$ cat config.mk
export PLATFORM = sky130hd
export DESIGN_NAME = comparador_8_bit
export DESIGN_NICKNAME = d
export VERILOG_FILES = /design/src/rtl/comparador_8_bit.sv
export SDC_FILE = /design/constraint.sdc
export NUM_CORES = 1
export LEC_CHECK = 0
export CAP_MARGIN = 20
export CORE_MARGIN = 1
export CORE_UTILIZATION = 48
export DETAILED_ROUTE_END_ITERATION = 7
export PLACE_DENSITY = 0.91
export SLEW_MARGIN = 0
export SYNTH_ARGS = -nofsm -noshare
export SYNTH_HDL_FRONTEND = slang
export SYNTH_SLANG_ARGS = --single-unit
$ cat constraint.sdc
create_clock -name clk -period 4.6 [get_ports clk]
set_input_delay 0.46 -clock clk [delete_from_list [all_inputs] [get_ports clk]]
set_output_delay 0.46 -clock clk [all_outputs]
set_load 0.02 [all_outputs]
$ cat src/rtl/comparador_8_bit.sv
// comparador_8_bit: byte-wide equality comparator.
// The equality flag `igual` is purely combinational and ignores clk/rst_n.
// A one-stage registered side channel provides the XOR difference, its
// popcount and a saturating count of cycles on which the operands matched.
module comparador_8_bit #(
    parameter int W     = 8,
    parameter int CNT_W = 16
) (
    output logic             igual,
    input  logic [W-1:0]     A,
    input  logic [W-1:0]     B,
    input  logic             clk,
    input  logic             rst_n,
    output logic             igual_r,
    output logic [W-1:0]     diff_r,
    output logic [3:0]       ndiff_r,
    output logic [CNT_W-1:0] match_cnt
);

    logic [W-1:0] e;
    logic [W-1:0] diff;
    logic [1:0]   sum2 [4];
    logic [2:0]   sum3 [2];
    logic [3:0]   ndiff;

    // Per-bit equality, then a 3-level AND tree down to the single flag.
    always_comb begin
        e     = ~(A ^ B);
        igual = ((e[0] & e[1]) & (e[2] & e[3])) & ((e[4] & e[5]) & (e[6] & e[7]));
    end

    // Bitwise difference and its popcount as a 2-bit / 3-bit / 4-bit adder tree.
    always_comb begin
        diff = A ^ B;
        for (int i = 0; i < 4; i++) begin
            sum2[i] = {1'b0, diff[2*i]} + {1'b0, diff[2*i+1]};
        end
        for (int j = 0; j < 2; j++) begin
            sum3[j] = {1'b0, sum2[2*j]} + {1'b0, sum2[2*j+1]};
        end
        ndiff = {1'b0, sum3[0]} + {1'b0, sum3[1]};
    end

    // Registered side channel; the match counter saturates instead of wrapping.
    always_ff @(posedge clk or negedge rst_n) begin
        if (!rst_n) begin
            igual_r   <= 1'b0;
            diff_r    <= '0;
            ndiff_r   <= 4'd0;
            match_cnt <= '0;
        end else begin
            igual_r <= igual;
            diff_r  <= diff;
            ndiff_r <= ndiff;
            if (igual && (match_cnt != {CNT_W{1'b1}})) begin
                match_cnt <= match_cnt + 1'b1;
            end
        end
    end

    // The flag and the popcount are built independently; they must agree.
    a_igual_vs_ndiff : assert property (@(posedge clk) igual == (ndiff == 4'd0));

endmodule

Word-level counts from Yosys, hierarchy flattened
Index checks and enable logic that the tools add are counted.

operators by class
  reductions and logical operators = 1
  bitwise gates (word level) = 9
  equal/unequal tests = 1
  add/sub/neg operators = 8

operators with widths
  kind                                                              count
  16-bit by 1-bit adder with 16-bit output (second input constant)  1
  16-bit inequality test (second input constant)                    1
  1-bit by 1-bit adder with 2-bit output                            4
  8-bit NOT                                                         1
  8-bit bitwise XOR                                                 1
  1-bit AND                                                         7
  2-bit by 2-bit adder with 3-bit output                            2
  3-bit by 3-bit adder with 4-bit output                            1
  1-bit logical AND                                                 1

storage, ports and cells
  output and inout port bits = 30
  logic and storage cells = 23
  input bits = 18
  register bits = 29

Logic depth before layout (Yosys ltp)
  word-level depth = 6
  gate-level depth with buffers = 10

Worst setup path after synthesis
Ideal clock, no wire load.

  kind = input to register
  start = in B[0]
  end = reg ndiff_r[2]
  setup slack = 1.649 ns
  arrival = 2.828 ns
  stages on the path = 9
  path through = xnor2_1 -> fa_1 -> fa_1 -> fa_1 -> inv_1 -> ha_1 -> inv_1 -> fa_1 -> xnor2_1

between the ends
  longest elaborated chain between the ends = 4

RTL lines
  what                                    line  text
  from (decl)                             11    input logic [W-1:0] B,
  8-bit bitwise XOR                       34    diff = A ^ B;
  1-bit by 1-bit adder with 2-bit output  36    sum2[i] = {1'b0, diff[2*i]} + {1'b0, diff[2*i+1]};
  2-bit by 2-bit adder with 3-bit output  39    sum3[j] = {1'b0, sum2[2*j]} + {1'b0, sum2[2*j+1]};
  3-bit by 3-bit adder with 4-bit output  41    ndiff = {1'b0, sum3[0]} + {1'b0, sum3[1]};
  via ndiff[2]                            24    logic [3:0] ndiff;
  to (signal assigned)                    54    ndiff_r <= ndiff;
  to (decl)                               16    output logic [3:0] ndiff_r,

The timed path passes the listed nets, and every way through them passes these cells.
A chain may end at the register's enable or synchronous reset.

Worst setup path in the final report
  start = in A[3]
  end = reg ndiff_r[2]

between the ends
  longest elaborated chain between the ends = 4

RTL lines
  what                                    line  text
  from (decl)                             10    input logic [W-1:0] A,
  8-bit bitwise XOR                       34
  via diff[3]                             21    logic [W-1:0] diff;
  1-bit by 1-bit adder with 2-bit output  36
  2-bit by 2-bit adder with 3-bit output  39
  3-bit by 3-bit adder with 4-bit output  41
  via ndiff[2]                            24

The timed path passes the listed nets, and every way through them passes these cells.

==> impl_metrics.tcl <==
set metrics [dict create \
    cts_buffers 5 \
    yosys-top-cells-count "29 x dfrtp_1, 17 x xnor2_1, 16 x inv_1" \
    postCtsResizedCells 0 \
    r2r_cells 5 \
    powerDensity_nw_per_um2 330.5 \
    path_class "in -> reg" \
    path_delay_family "adder cells" \
    first_iter_violations 42 \
    dp_worst_setup_slack_ps 1022 \
    syn_inst 120 \
    ys_types 25 \
    cts-hold-fix-buffers 0 \
    postCtsSetupBuffers 0 \
    gr-total-overflow 0 \
    drt-total-wl_um 2747 \
    vias_per_cell 5.185 \
    start_kind "primary input" \
    first_global_vias 1113 \
    synth_area_per_cell_um2 11.76 \
    critPathBufInv 4 \
    rrSetupSlack_ps 2580 \
    synth_area_leaders "dfrtp_1 51%, xnor2_1 11%, fa_1 5.7%" \
    clockBufferDepth 2 \
    final.period_utilization 0.7088 \
    reg2reg_from "match_cnt[0]" \
    worst_ep_required_time_ps 4790 \
    yosysMostFrequentCell "dfrtp_1" \
    slowest_stage "fa_1" \
    synth-main-ff-cell "dfrtp_1" \
    nFillCells 205 \
    hold_viol_final 0 \
    setup_viol_count_final 0 \
    area_delta_synth_final_pct 39.72 \
    placement_rows 19 \
    grtUsageTotal 0.1938 \
    critPathMaxStageDelay_ps 510 \
    drc_errors 0 \
    worstReg2RegEnd "match_cnt[1]" \
    nNetsFinal 201 \
    path_cells "clkdlybuf4s50_1 -> xor2_1 -> inv_1 -> fa_1 -> fa_1 -> fa_1 -> inv_1 -> ha_1 -> inv_1 -> fa_1 -> xnor2_1" \
    wl_per_cell_um 13.40 \
    clock_sinks 29 \
    min_to "match_cnt[7]" \
    rsz0062_at_grt "false" \
    synth_top_area_frac 0.5142 \
    slew_violations 0 \
    fin_tns_setup_ps 0 \
    multiInputGateArea_um2 614.3 \
    ys_ff_latch 29 \
    yosysSeqAreaShare 0.5142 \
    initial_core_util 0.5074 \
    place_congestion 0.7961 \
    die_height_um 56.23 \
    cp_data_arrival_time_ps 3460 \
    synth_top_cell_by_area "dfrtp_1" \
    cts_tree "yes" \
    antenna_found_initial 0 \
    n_antenna_cell 0 \
    end_kind "flop" \
    status "completed" \
    max_cap_violations 0 \
    hold_class "reg -> reg" \
    async_flop_share 1.000 \
    fmax_mhz 306.7 \
    cts-root-buf "clkbuf_4" \
    regArea_um2 725.7 \
    io_buffer_count 47 \
    pin_count 48 \
    hold_depth 1 \
    netlist_area_um2 1411 \
    worstHoldStart "match_cnt[7]" \
    grt_pass1_wl_um 4712 \
    die_x_um 56.23 \
    htreeDepth 2 \
    drive_gt1_frac 0.07471 \
    critPathMaxFanout 3 \
    die_area_um2 3161 \
    ir_drop_uv 249.2 \
    hpwl_um 2169 \
    relSlewSlack 0.4989 \
    skew_ps 6.463 \
    yosys_warnings 0 \
    cp_common_cell "fa_1" \
    insertion_delay_ps 300 \
    synth_fp_nets 147 \
    synth_edf_count 0 \
    grt_max_degree 30 \
    drt-pass1-iter-count 3 \
    core_region_area_um2 2781 \
    clkTransAtPathRegs_ps 80 \
    p_leak_nw 0.8974 \
    dr_total_vias 1063 \
    fin_crit_ps 3260 \
    fin_ws_ps 1340 \
    antenna_left 0 \
    tightest_slew_ps 747.6 \
]
## per-stage QoR
step | hold WS (ps) | power (mW) | utilization | instance area, µm² | std cells
after floorplan | 164.4 | 0.4067 | - | 1411 | 120
after global placement | 478.7 | 0.4949 | 0.6892 | 1917 | 198
after detailed placement | 516.0 | 0.5084 | 0.6892 | 1917 | 198
after CTS | 528.3 | 0.6616 | 0.7090 | 1972 | 205
after global routing | 546.9 | 0.6972 | 0.7090 | 1972 | 205
final | 515.3 | 0.6516 | 0.7090 | 1972 | 205
## kinds of logic (layout without fill, tap and decap cells)
group	count (synthesis)	count (layout)	share of synthesized area
and+or+nand+nor	38	38	0.1676
DFF	29	29	0.5142
xor gates and xnor gates	22	22	0.1365
buffers and inverters	17	71	0.05053
adders and majority gates	9	9	0.1011
muxes	3	3	0.02305
AOI/OAI and AO/OA	2	2	0.007085
## worst max path at each step
stage / startpoint / cells past startpoint / endpoint
2_1_floorplan: B[0] / 9 / ndiff_r[2]
3_3_place_gp: A[3] / 11 / ndiff_r[2]
3_5_place_dp: A[3] / 11 / ndiff_r[2]
4_1_cts: A[3] / 11 / ndiff_r[2]
5_1_grt: B[3] / 11 / ndiff_r[2]
6_report: A[3] / 11 / ndiff_r[2]
## state kept, by name, indices dropped and copies added, names as in the netlist
register and cells:
diff_r 8, match_cnt 16, igual_r 1, ndiff_r 4
## cells in the final DEF (no fill, tap or decap)
| cell type | Yosys | final |
|---|---|---|
| clkdlybuf4s50_1 | 0 | 47 |
| dfrtp_1 | 29 | 29 |
| xnor2_1 | 17 | 17 |
| inv_1 | 16 | 16 |
| nand4_1 | 8 | 8 |
| nand3_1 | 8 | 8 |
| xor2_1 | 5 | 5 |
| ha_1 | 5 | 5 |
| clkbuf_4 | 0 | 5 |
| nor2_1 | 4 | 4 |
| and3_1 | 4 | 4 |
| fa_1 | 4 | 4 |
| nand2_1 | 3 | 3 |
| nor4_1 | 2 | 2 |
| and4_1 | 2 | 2 |
| nand4_2 | 2 | 2 |
| a21oi_1 | 1 | 1 |
| nor2b_1 | 1 | 1 |
| or3_4 | 1 | 1 |
| nor2_2 | 1 | 1 |
| nor3_2 | 1 | 1 |
| mux2_2 | 1 | 1 |
| and2_1 | 1 | 1 |
| mux2i_1 | 1 | 1 |
| o21ai_0 | 1 | 1 |
| mux2_1 | 1 | 1 |
| clkbuf_1 | 0 | 1 |
| clkbuf_8 | 0 | 1 |
| buf_4 | 0 | 1 |
## cell type report
type	instances	share of cell area
Inverter	16	0.03046
Clock buffer	7	0.02792
Multi-Input combinational cell	74	0.3115
Tap cell	31	0.01967
Timing Repair Buffer	48	0.2424
Sequential cell	29	0.3680
## power by group
part | internal, mW | total, mW | leakage [nW] | switching, mW
logic | 0.101 | 0.209 | 0.492 | 0.108
clock network | 0.0721 | 0.148 | 0.0314 | 0.0759
registers | 0.282 | 0.295 | 0.374 | 0.0129
## metal layers
layer / vias up / global-route usage / share of wire
met1: 512 / 0.2167 / 0.39
met3: 5 / 0.06512 / 0.068
met5: - / 0 / 0
li1: 506 / - / -
met4: 0 / 0.08362 / 0.0098
met2: 40 / 0.3350 / 0.53
Note: power is estimated with default switching activity, not from simulation.
